===== src/rtl/display_pkg.sv =====
// display_pkg: shared types and helpers for the multi-source display front end.
//   mode_e       : what the display shows (live value, snapshot, running min or max)
//   conv_state_e : conversion FSM state, also exported for debug
//   BCD_DIGITS   : number of BCD digits needed for an unsigned w-bit value
package display_pkg;

  typedef enum logic [1:0] {
    LIVE = 2'd0,
    HOLD = 2'd1,
    MIN  = 2'd2,
    MAX  = 2'd3
  } mode_e;

  typedef enum logic [1:0] {
    IDLE  = 2'd0,
    SHIFT = 2'd1,
    DONE  = 2'd2
  } conv_state_e;

  // ceil(w * log10(2)), with log10(2) approximated as 0.30103 in fixed point.
  function automatic int BCD_DIGITS(input int w);
    return (w * 30103 + 99999) / 100000;
  endfunction

endpackage


===== src/rtl/bcd_iter.sv =====
// bcd_iter: iterative double-dabble binary-to-BCD converter.
//   clk, reset_n : clock, asynchronous active-low reset
//   start        : load bin and clear the BCD accumulator (one-cycle strobe)
//   bin          : W-bit unsigned input, sampled on start
//   bcd          : D BCD digits, digit 0 in bcd[3:0]
//   done         : high during the cycle whose step is the last one; bcd is
//                  final from the following cycle until the next start
// One step per cycle after start: add 3 to every nibble >= 5, then shift the
// next binary bit in from the top of the input shift register.
module bcd_iter
  import display_pkg::*;
#(
  parameter int W = 13,
  parameter int D = BCD_DIGITS(W)
) (
  input  logic           clk,
  input  logic           reset_n,
  input  logic           start,
  input  logic [W-1:0]   bin,
  output logic [4*D-1:0] bcd,
  output logic           done
);

  localparam int CW = $clog2(W + 1);

  logic [W-1:0]   sr;
  logic [CW-1:0]  step_cnt;
  logic           active;
  logic [4*D-1:0] adj;

  always_comb begin
    adj = bcd;
    for (int i = 0; i < D; i++) begin
      if (bcd[4*i +: 4] >= 4'd5) adj[4*i +: 4] = bcd[4*i +: 4] + 4'd3;
    end
  end

  assign done = active && (step_cnt == CW'(W - 1));

  always_ff @(posedge clk or negedge reset_n) begin
    if (!reset_n) begin
      sr       <= '0;
      bcd      <= '0;
      step_cnt <= '0;
      active   <= 1'b0;
    end else if (start) begin
      sr       <= bin;
      bcd      <= '0;
      step_cnt <= '0;
      active   <= 1'b1;
    end else if (active) begin
      bcd      <= {adj[4*D-2:0], sr[W-1]};
      sr       <= sr << 1;
      step_cnt <= step_cnt + 1'b1;
      if (done) active <= 1'b0;
    end
  end

endmodule


===== src/rtl/multi_source_display_ctrl.sv =====
// multi_source_display_ctrl: selects one of NUM_SRC sources, shows its live
// value, a captured snapshot, or its running min/max, and converts it to hex
// nibbles or decimal BCD on a fixed refresh tick.
//   clk, reset_n : clock, asynchronous active-low reset
//   src_data     : packed sources, source i at [i*DATA_W +: DATA_W]
//   src_sel      : source select (out-of-range selects source 0)
//   mode         : LIVE/HOLD/MIN/MAX, sampled on tick
//   hold_pulse   : capture live value into the snapshot
//   clear_pulse  : restart min/max tracking
//   digits       : NUM_DIGITS nibbles, digit 0 least significant
//   blank        : per-digit blank, active high
//   valid        : one-cycle pulse in the cycle digits/blank/ovf take a new
//                  value; there is no back-pressure, the consumer must take it
//   busy         : conversion in progress (SHIFT or DONE)
//   ovf          : decimal value does not fit in NUM_DIGITS digits
//   dbg_state    : current conversion FSM state
module multi_source_display_ctrl
  import display_pkg::*;
#(
  parameter int                 NUM_SRC    = 4,
  parameter int                 DATA_W     = 13,
  parameter int                 NUM_DIGITS = 4,
  parameter logic [NUM_SRC-1:0] DEC_MASK   = NUM_SRC'(4'b0011),
  parameter int                 UPDATE_DIV = 32
) (
  input  logic                        clk,
  input  logic                        reset_n,
  input  logic [NUM_SRC*DATA_W-1:0]   src_data,
  input  logic [$clog2(NUM_SRC)-1:0]  src_sel,
  input  logic [1:0]                  mode,
  input  logic                        hold_pulse,
  input  logic                        clear_pulse,
  output logic [NUM_DIGITS*4-1:0]     digits,
  output logic [NUM_DIGITS-1:0]       blank,
  output logic                        valid,
  output logic                        busy,
  output logic                        ovf,
  output logic [1:0]                  dbg_state
);

  localparam int SEL_W = $clog2(NUM_SRC);
  localparam int BCD_D = BCD_DIGITS(DATA_W);
  localparam int HEX_D = (DATA_W + 3) / 4;
  localparam int MAX_A = (NUM_DIGITS > BCD_D) ? NUM_DIGITS : BCD_D;
  localparam int EXT_D = (MAX_A > HEX_D) ? MAX_A : HEX_D;
  localparam int TW    = (UPDATE_DIV > 1) ? $clog2(UPDATE_DIV) : 1;
  localparam logic [NUM_DIGITS-1:0] RST_BLANK = ~(NUM_DIGITS'(1));

  // ---------------- source selection ----------------
  logic [SEL_W-1:0]  sel_c, sel_q;
  logic [DATA_W-1:0] live_val;
  mode_e             mode_c;

  assign sel_c    = (int'(src_sel) < NUM_SRC) ? src_sel : '0;
  assign live_val = src_data[int'(sel_c)*DATA_W +: DATA_W];
  assign mode_c   = mode_e'(mode);

  // ---------------- refresh tick ----------------
  logic [TW-1:0] tick_cnt;
  logic          tick;

  assign tick = (tick_cnt == TW'(UPDATE_DIV - 1));

  always_ff @(posedge clk or negedge reset_n) begin
    if (!reset_n) tick_cnt <= '0;
    else          tick_cnt <= tick ? '0 : tick_cnt + 1'b1;
  end

  // ---------------- snapshot and min/max ----------------
  logic [DATA_W-1:0] snap_q, min_q, max_q, min_nxt, max_nxt;
  logic              first, first_eff;

  // A clear or a source change in the tick cycle itself already restarts
  // tracking for that tick.
  assign first_eff = first | clear_pulse | (sel_c != sel_q);
  assign min_nxt   = (first_eff || live_val < min_q) ? live_val : min_q;
  assign max_nxt   = (first_eff || live_val > max_q) ? live_val : max_q;

  always_ff @(posedge clk or negedge reset_n) begin
    if (!reset_n) begin
      sel_q  <= '0;
      snap_q <= '0;
      min_q  <= '0;
      max_q  <= '0;
      first  <= 1'b1;
    end else begin
      sel_q <= sel_c;
      if (hold_pulse) snap_q <= live_val;
      if (tick) begin
        min_q <= min_nxt;
        max_q <= max_nxt;
        first <= 1'b0;
      end else begin
        first <= first_eff;
      end
    end
  end

  // Displayed value includes the current tick's min/max update.
  logic [DATA_W-1:0] disp_val;

  always_comb begin
    disp_val = live_val;
    case (mode_c)
      LIVE:    disp_val = live_val;
      HOLD:    disp_val = snap_q;
      MIN:     disp_val = min_nxt;
      MAX:     disp_val = max_nxt;
      default: disp_val = live_val;
    endcase
  end

  // ---------------- conversion FSM ----------------
  conv_state_e       state;
  logic [DATA_W-1:0] val_q;
  logic              dec_q;
  logic              bcd_start, bcd_done;
  logic [4*BCD_D-1:0] bcd_val;

  assign bcd_start = (state == IDLE) && tick && DEC_MASK[sel_c];
  assign busy      = (state == SHIFT) || (state == DONE);
  assign dbg_state = state;

  bcd_iter #(.W(DATA_W), .D(BCD_D)) u_bcd (
    .clk     (clk),
    .reset_n (reset_n),
    .start   (bcd_start),
    .bin     (disp_val),
    .bcd     (bcd_val),
    .done    (bcd_done)
  );

  // ---------------- output formatting ----------------
  logic [4*EXT_D-1:0]      hex_ext, bcd_ext;
  logic [NUM_DIGITS*4-1:0] fmt_digits;
  logic [NUM_DIGITS-1:0]   fmt_blank;
  logic                    fmt_ovf;
  logic                    seen_nz;

  assign hex_ext = (4*EXT_D)'(val_q);
  assign bcd_ext = (4*EXT_D)'(bcd_val);

  always_comb begin
    fmt_digits = '0;
    fmt_blank  = '0;
    fmt_ovf    = 1'b0;
    seen_nz    = 1'b0;
    if (!dec_q) begin
      fmt_digits = hex_ext[NUM_DIGITS*4-1:0];
      for (int i = 0; i < NUM_DIGITS; i++) fmt_blank[i] = (i >= HEX_D);
    end else begin
      fmt_digits = bcd_ext[NUM_DIGITS*4-1:0];
      for (int i = NUM_DIGITS; i < EXT_D; i++) begin
        if (bcd_ext[4*i +: 4] != 4'd0) fmt_ovf = 1'b1;
      end
      // Blank zeros above the top nonzero digit; digit 0 always shown, and an
      // overflowing value is shown unblanked.
      for (int i = NUM_DIGITS - 1; i >= 1; i--) begin
        seen_nz      = seen_nz | (bcd_ext[4*i +: 4] != 4'd0);
        fmt_blank[i] = ~seen_nz & ~fmt_ovf;
      end
    end
  end

  always_ff @(posedge clk or negedge reset_n) begin
    if (!reset_n) begin
      state  <= IDLE;
      val_q  <= '0;
      dec_q  <= 1'b0;
      digits <= '0;
      blank  <= RST_BLANK;
      valid  <= 1'b0;
      ovf    <= 1'b0;
    end else begin
      valid <= 1'b0;
      case (state)
        IDLE: begin
          if (tick) begin
            val_q <= disp_val;
            dec_q <= DEC_MASK[sel_c];
            state <= DEC_MASK[sel_c] ? SHIFT : DONE;
          end
        end
        SHIFT: begin
          if (bcd_done) state <= DONE;
        end
        DONE: begin
          digits <= fmt_digits;
          blank  <= fmt_blank;
          ovf    <= fmt_ovf;
          valid  <= 1'b1;
          state  <= IDLE;
        end
        default: state <= IDLE;
      endcase
    end
  end

endmodule


===== config.mk =====
export PLATFORM = sky130hd
export DESIGN_NAME = multi_source_display_ctrl
export DESIGN_NICKNAME = d
export VERILOG_FILES = /design/src/rtl/display_pkg.sv /design/src/rtl/bcd_iter.sv /design/src/rtl/multi_source_display_ctrl.sv
export SDC_FILE = /design/constraint.sdc
export NUM_CORES = 1
export LEC_CHECK = 0
export ABC_CLOCK_PERIOD_IN_PS = 2800
export CAP_MARGIN = 0
export CELL_PAD_IN_SITES_DETAIL_PLACEMENT = 1
export CELL_PAD_IN_SITES_GLOBAL_PLACEMENT = 1
export CORE_MARGIN = 8
export CORE_UTILIZATION = 44
export DETAILED_ROUTE_END_ITERATION = 12
export GPL_TIMING_DRIVEN = 0
export PLACE_DENSITY_LB_ADDON = 0.08
export SYNTH_ARGS = -nofsm -noshare
export SYNTH_HDL_FRONTEND = slang
export SYNTH_SLANG_ARGS = --single-unit

===== constraint.sdc =====
create_clock -name clk -period 2.8 [get_ports clk]
set_input_delay 0.84 -clock clk [delete_from_list [all_inputs] [get_ports clk]]
set_output_delay 0.84 -clock clk [all_outputs]
set_load 0.05 [all_outputs]

# Word-level counts from Yosys, hierarchy flattened
# Index checks and enable logic that the tools add are counted.
[totals]
input_bits = 60
wordCells = 89
regBits = 117
out_inout_bits = 25
[op_classes]
n_eq_ne = 10
n_lt_le_gt_ge = 7
n_addsub = 6
muxes = 27
n_bitwise = 7
n_reduce_logical = 14
shifts = 1
n_mul = 1
[ops]
columns = ["cell", "n"]
rows = [
  ["$mux W13", 4],
  ["$pmux W13 S4", 1],
  ["$shiftx A52 B7 Y13", 1],
  ["$mux W16", 3],
  ["$mux W4", 5],
  ["$ge A4 B3 Y1 const B", 4],
  ["$gt A13 B13 Y1", 1],
  ["$lt A13 B13 Y1", 1],
  ["$add A4 B2 Y4 const B", 3],
  ["$reduce_bool A4 Y1", 3],
  ["$eq A2 B2 Y1 const B", 3],
  ["$mul A2 B4 Y6 const B", 1],
  ["$mux W1", 6],
  ["$mux W2", 3],
  ["$mux W3", 2],
  ["$add A5 B1 Y5 const B", 1],
  ["$eq A5 B5 Y1 const B", 1],
  ["$mux W5", 1],
  ["$add A4 B1 Y4 const B", 1],
  ["$eq A2 B1 Y1 const B", 2],
  ["$eq A4 B4 Y1 const B", 1],
  ["$logic_not A2 Y1", 2],
  ["$ne A2 B2 Y1 const B", 2],
  ["$or A1 B1 Y1", 4],
  ["10 further kinds", 17],
]

# Longest topological paths before layout
# Gate-level depths: netlist (run 1).
[logic_depth]
ltp_word = 7
ltp_mapped = 15
ltp_nobuf = 12

# Hierarchy
# Synthesis (run 1) repeated with hierarchy kept, for this count alone.
[hier_totals]
hier_cells = 689
area_unflattened_um2 = 6972.9
[modules_own_cells]
columns = ["mod", "cells_per_inst", "instances", "seq_area_each_um2", "area_each_um2"]
rows = [
  ["multi_source_display_ctrl", 497, 1, 2082.0, 5116.2],
  ["bcd_iter", 192, 1, 850.8, 1856.8],
]

# Worst setup path before layout (run 1)
# OpenSTA, ideal clock, no wires.
[synth_timing]
path_type = "in2reg"
start = "in src_sel[0]"
end = "reg val_q[2]"
path_slack_ns = -0.907
cell_stages = 11
arrival_time_ns = 3.616
required_time_ns = 2.710
setup_ns = 0.090
path_cell_list = "buf_6 buf_2 mux4_2 ha_1 and3_1 o21ai_0 a311oi_2 o31ai_4 o211ai_1 nand2_1 o221ai_1"
[synth_via]
elab_chain_cells = 6
[synth_lines]
columns = ["item", "line_no", "source"]
rows = [
  ["start: declaration", "multi_source_display_ctrl.sv:29", "input logic [$clog2(NUM_SRC)-1:0] src_sel,"],
  ["$mul A2 B4 Y6 (*)", "multi_source_display_ctrl.sv:55", "assign live_val = src_data[int'(sel_c)*DATA_W +: DATA_W];"],
  ["$shiftx A52 B7 Y13 (*)", "multi_source_display_ctrl.sv:55", ""],
  ["named net live_val[4]", "multi_source_display_ctrl.sv:51", "logic [DATA_W-1:0] live_val;"],
  ["$gt A13 B13 Y1 or $lt A13 B13 Y1 (tied branches)", "multi_source_display_ctrl.sv:77, multi_source_display_ctrl.sv:76", ""],
  ["$logic_or A1 B1 Y1 (on tied branches)", "multi_source_display_ctrl.sv:77, multi_source_display_ctrl.sv:76", ""],
  ["$mux W13 (on tied branches)", "multi_source_display_ctrl.sv:77, multi_source_display_ctrl.sv:76", ""],
  ["$pmux W13 S4 (*)", "multi_source_display_ctrl.sv:104", "case (mode_c)"],
  ["end signal: assignment", "multi_source_display_ctrl.sv:179", "val_q <= disp_val;"],
  ["end: declaration", "multi_source_display_ctrl.sv:115", "logic [DATA_W-1:0] val_q;"],
]
# The timed path passes the listed nets; every way through them passes the cells marked *.
# A chain may end at the register's enable or synchronous reset.

# Final worst setup path (run 1)
[layout_timing]
start = "in src_sel[0]"
end = "reg val_q[11]"
# The elaborated chain is that of the path after synthesis.

==> impl_metrics.toml, run 1 <==
[floorplan]
dieArea_um2 = 19500
rows = 45
die_h_um = 139
core_area_um2 = 15000
die_w_um = 139
initial_core_util_pct = 44.6
io_pins = 85

[global_route]
antenna_found_initial = 0
grt_pass1_vias = 7306
overflow = 0
grt_max_degree = 72
grt_util_all_layers_pct = 26.6
grt_pass1_wl_mm = 40.1

[yosys]
yosys.area_share.xor_xnor_pct = 1.70
yosys_warnings = 0
synth-edff-count = 0
synth-simple-area-share_pct = 13.1
synth_top_family_by_area = "compound AO/OA/AOI/OAI gates"
ys_seq_area_share_pct = 43.7
synthArstFlopShare_pct = 100
synth_compound_area_share_pct = 17.0
ys_types = 58
syn_inst = 680
synth_mux_area_share_pct = 11.1
synth_ff_type = "dfrtp_1"
synthAdderAreaFrac_pct = 8.02
syn_area_um2 = 6710
ys_ff_latch = 117
avgSynthCellArea_um2 = 9.87

[critical_path]
critPathArrivalTime_ps = 3790
worstPathRequired_ps = 3070
worstSetupStartpointType = "input pin"
path_cells = "buf_12, buf_12, mux4_2, ha_4, nand4_1, buf_4, buf_4, nor2_1, nand2_2, nand4_1, buf_4, o211ai_1, buf_4, buf_4, nand2_1, a31oi_1"
crit_fanout = 8
cp_slowest_cell = "mux4_2"
ff2ff_path_depth = 13
slowest_delay_ps = 560
cpMostUsedCell = "buf_4"
criticalPathCategory = "in2reg"
end_kind = "register"

[timing]
tightest_slew_ps = 939
relSlewSlack_pct = 37.4
fin_crit_sh_pct = 126
setup_viol_count_final = 52
finalCriticalPeriod_ps = 3530
finClkSkew_ps = 12.8
clock.fmax_ghz = 0.284
finalHoldViolations = 0
setup_ws_ps = -727
rsz0062_at_grt = "yes"
finalMaxSlewViolations = 0
hold_ws_ps = 353

[routing]
routed_wl_mm = 30.0
drc = 0
first_pass_iters = 5
ant_nets = 0
viasPerCell = 6.24
route.vias.total = 6598
drt_iter0_drc = 475
wl_per_cell_um = 28.4

[clock_tree]
root_buffer = "clkbuf_16"
cts.sinks = 117
cts_tree = "built"
cts-htree-levels = 4
clock_path_buffers = 2
cts_buffers = 17
clk_pin_slew_ps = 50
clk_latency_ps = 440

[power_and_ir_drop]
ir_worst_vdd_uv = 490
p_int_w = 0.00506
sw_frac_of_total_pct = 39.2
switchingPower_w = 0.00326
p_clk_share_pct = 29.6
combPwrFrac_pct = 40.1
seqPwrFrac_pct = 30.3
p_leak_nw = 4.54
power_w = 0.00833
power_density_nw_per_um2 = 835

[finish]
drive_above_1_share_pct = 31.1
nets = 959
final_cells = 1057
diodes = 0
area_growth_pct = 48.6

[placed_design]
dpl.cell_count = 951
portBuffers = 81
routabilityCongestion = 0.885
hpwl_mm = 15.1

[flow_run]
timing.max_cap.violations = 0

[worst_hold_path]
hp-class = "in2async"

[outcome]
status = "finished with violations"
violations = "negative setup slack"
## power groups by stage
| stage | Clock (W) | Combinational [W] | Sequential, W |
|---|---|---|---|
| 6_report | 0.00246 | 0.00334 | 0.00253 |
| 5_1_grt | 0.00253 | 0.00357 | 0.00258 |
| 4_1_cts | 0.00245 | 0.00306 | 0.00250 |
| 3_5_place_dp | 0 | 0.00285 | 0.00251 |
| 3_3_place_gp | 0 | 0.00271 | 0.00248 |
| 2_1_floorplan | 0 | 0.00150 | 0.00287 |
## cell usage in the layout, fill, tap and decap left out, types with 20 or more instances in the layout
cell | Yosys | routed
a21oi_1 | 50 | 46
buf_4 | 2 | 58
clkbuf_1 | 26 | 23
clkdlybuf4s50_1 | 0 | 29
dfrtp_1 | 113 | 113
dlymetal6s2s_1 | 0 | 32
ha_1 | 43 | 21
ha_4 | 0 | 20
inv_1 | 50 | 50
mux2_2 | 21 | 21
mux2i_1 | 22 | 21
nand2_1 | 82 | 55
nor2_1 | 54 | 51
o21ai_0 | 51 | 27
## stage by stage
stage               worst slack [ps]  utilization [%]  cell area (um2)  setup TNS, ps
CTS                             -541             62.6             9400         -23140
global route                    -784             66.3             9970         -30510
global placement               -3710             52.8             7930        -530720
floorplan                       -657                -             6890         -25140
finish                          -727             66.3             9970         -30050
detailed placement             -2330             53.0             7960        -106060
## routing by layer
metal,track usage (%),up-vias,routed length [um]
met5,0,-,0
met3,6.74,150,1850
met1,28.2,3329,10900
li1,-,2760,-
met4,15.3,0,1750
met2,47.4,359,15500
## critical path: cells and delay by family
kind,cells,cell delay (ps)
and+or+nand+nor,5,850
muxes,1,560
adders and majority gates,1,310
buffers and inverters,7,1000
AOI/OAI and AO/OA,2,210
## registers in the layout (all words and copies together), names as in the netlist
signal and count:
blank 3, dbg_state 2, dec_q 1, digits 16, first 1, max_q 13
min_q 13, sel_q 2, snap_q 13, tick_cnt 5, u_bcd.active 1, u_bcd.bcd 16
u_bcd.sr 13, u_bcd.step_cnt 4, val_q 13, valid 1
## final cells by class
type	instances	area, um2
Fill cell	1516	5060
Inverter	51	191
Buffer	33	224
Clock buffer	22	474
Clock inverter	10	175
Multi-Input combinational cell	480	4190
Sequential cell	117	2930
Tap cell	188	235
Timing Repair Buffer	156	1550
## worst paths after layout
| path | from | end | slack [ps] |
|---|---|---|---|
| min | reset_n | u_bcd.step_cnt[2] | 350 |
| min reg2reg | blank[3] | blank[3] | 480 |
| max reg2reg | min_q[12] | u_bcd.sr[11] | -50 |
| max | src_sel[0] | val_q[11] | -730 |
| min in group clk | blank[3] | blank[3] | 480 |
| max in group asynchronous | reset_n | blank[3] | 1710 |
## cells in the mapped netlist, types with 7 or more instances
library cell	instances	area (um2)
a211oi_1	12	90.1
a21oi_1	50	250
a31oi_1	18	113
clkbuf_1	26	97.6
dfrtp_1	113	2830
ha_1	43	538
inv_1	50	188
mux2_2	21	236
mux2i_1	22	220
mux4_2	12	270
nand2_1	82	308
nand3_1	13	65.1
nand4_1	7	43.8
nor2_1	54	203
nor2b_1	9	56.3
o21ai_0	51	255
xor2_1	7	61.3
## cells by family (layout without fill, tap and decap cells)
| family | count (synthesis) | count (layout) |
|---|---|---|
| xor+xnor | 13 | 13 |
| buf+inv | 87 | 272 |
| mux | 56 | 56 |
| other cells | 1 | 2 |
| fa+ha+maj | 43 | 43 |
| simple gates | 190 | 193 |
| flops | 117 | 117 |
| compound gates | 173 | 173 |
## what timing repair did
item,4_1_cts,5_1_grt
hold buffers,0,0
buffers inserted,50,21
endpoints found under the setup margin,76,52
pin swaps,57,49
gates resized for setup,98,109
cloned,7,1
No activity file was read; power rests on OpenSTA's default activity.
==> run 2: changes to the inputs <==
Settings changed: SLEW_MARGIN set to 5.
==> results of run 2 <==
Final layout, timing and power as in run 1 (identical DEF).
==> run 3: changes to the inputs <==
Settings changed: SKIP_CTS_REPAIR_TIMING set to 1.
==> run 3 against run 2 <==
The run still ends with negative setup slack left. Die area unchanged. Sequential power about the same. Critical endpoint is now val_q[1]. Utilization down 1.0 points. Count of clock-buffer cells in the layout unchanged. Global-route usage down 5.0 points. Final cell count down 1.3%. Sequential cell count unchanged. First-iteration DRC count down 39%. Critical path depth down 3. Largest power group unchanged.
==> impl_metrics.toml, run 3 (synthesized netlist as in run 1, its figures left out) <==
[outcome]
status = "finished with violations"
violations = "negative setup slack"

[global_route]
overflow = 0
antenna_found_initial = 1
grt_util_all_layers_pct = 21.6
grt_max_degree = 72
grt_pass1_wl_mm = 33.2
grt_pass1_vias = 6440

[placed_design]
hpwl_mm = 15.1
routabilityCongestion = 0.885
pre_cts_slack_ps = -2330
portBuffers = 81

[clock_tree]
clk_latency_ps = 440
clk_pin_slew_ps = 60
cts_buffers = 17
root_buffer = "clkbuf_16"
cts_tree = "built"
cts-htree-levels = 4
cts.sinks = 117
clock_path_buffers = 2

[routing]
routed_wl_mm = 27.0
viasPerCell = 5.97
drc = 0
ant_nets = 0
wl_per_cell_um = 25.9
route.vias.total = 6231
first_pass_iters = 5
drt_iter0_drc = 289

[timing]
setup_viol_count_final = 52
finClkSkew_ps = 13.6
tightest_slew_ps = 821
finalMaxSlewViolations = 0
setup_ws_ps = -898
rsz0062_at_grt = "yes"
clock.fmax_ghz = 0.270
fin_crit_sh_pct = 132
relSlewSlack_pct = 45.3
finalCriticalPeriod_ps = 3700
finalHoldViolations = 0

[power_and_ir_drop]
ir_worst_vdd_uv = 481
power_density_nw_per_um2 = 837
p_leak_nw = 4.38
power_w = 0.00822

[finish]
final_common_cell = "dfrtp_1"
nets = 944
fillers = 1516
area_growth_pct = 46.3
drive_above_1_share_pct = 27.2
final_cell_mix = "113 x dfrtp_1, 70 x nand2_1, 56 x clkdlybuf4s50_1"
final_util_pct = 65.3
reg_top3 = "digits: 16 flops, u_bcd.bcd: 16 flops"

[floorplan]
core_area_um2 = 15000
rows = 45
io_pins = 85
die_h_um = 139
dieArea_um2 = 19500
die_w_um = 139
initial_core_util_pct = 44.6

[critical_path]
reg2reg_from = "tick_cnt[0]"
critPathArrivalTime_ps = 4010
crit_path_start = "src_sel[1]"
cp_slowest_cell = "nor4_2"
end_kind = "register"
path_cells = "clkbuf_2, buf_6, buf_6, mux4_2, buf_6, ha_4, nand4_1, nor4_2, o311ai_2, nand4_1, nand2_2, a22o_1, o32a_1"
crit_fanout = 10
path_buf_inv = 4
worstSetupStartpointType = "input pin"
cp_top_family = "simple AND/OR/NAND/NOR gates"
criticalPathCategory = "in2reg"
worstPathRequired_ps = 3110
cpMostUsedCell = "buf_6"
slowest_delay_ps = 400

[worst_hold_path]
hp-class = "in2async"

[flow_run]
timing.max_cap.violations = 0
[run 3: cell types whose count changed in the layout (fill, tap and decap cells not counted), sizes merged]
cell / previous run / this run
dlygate4sd2: 17 / 0
diode: 0 / 1
clkdlybuf4s50: 29 / 56
clkbuf: 45 / 50
and3: 8 / 7
dlymetal6s2s: 32 / 22
nand4b: 2 / 1
buf: 88 / 70
[run 3: stage by stage]
stage / std cells / hold slack, ps / area, um2 / setup TNS (ps)
after CTS: 983 / 366 / 8610 / -78430
after detailed placement: 951 / 458 / 7960 / -106060
after floorplan: 681 / 425 / 6890 / -25140
final: 1043 / 349 / 9820 / -36900
after global routing: 1043 / 375 / 9820 / -39530
after global placement: 950 / 439 / 7930 / -530720
[run 3: metal layers]
| layer | vias to the layer above | GRT usage, % | wire length, um |
|---|---|---|---|
| li1 | 2732 | - | - |
| met1 | 3143 | 23.6 | 10100 |
| met2 | 260 | 39.8 | 14100 |
| met3 | 96 | 5.20 | 1390 |
| met4 | 0 | 7.86 | 1360 |
| met5 | - | 0 | 0 |
[run 3: final timing paths]
path                       slack [ps]  depth (start not counted)           endpoint
min in group clk                  480                          2           blank[3]
setup / recovery                 -900                         13           val_q[1]
hold / removal                    350                          1  u_bcd.step_cnt[2]
hold reg to reg                   480                          2           blank[3]
setup reg to reg                  -30                          7        u_bcd.sr[9]
max in group asynchronous        1720                          2           blank[3]
[run 3: where the power goes]
group          internal (W)  switching, W
Sequential          0.00213      0.000379
Clock               0.00164      0.000828
Combinational       0.00127       0.00196
Total               0.00505       0.00317
[run 3: layout make-up]
type,count,area [um2],area share [%]
multi-input combinational,478,4050,41.3
sequential,117,2930,29.9
timing repair buffer,141,1510,15.4
clock buffer,22,474,4.83
buffer,35,244,2.49
tap,188,235,2.40
inverter,51,191,1.95
clock inverter,10,175,1.78
antenna,1,2.50,0.0255
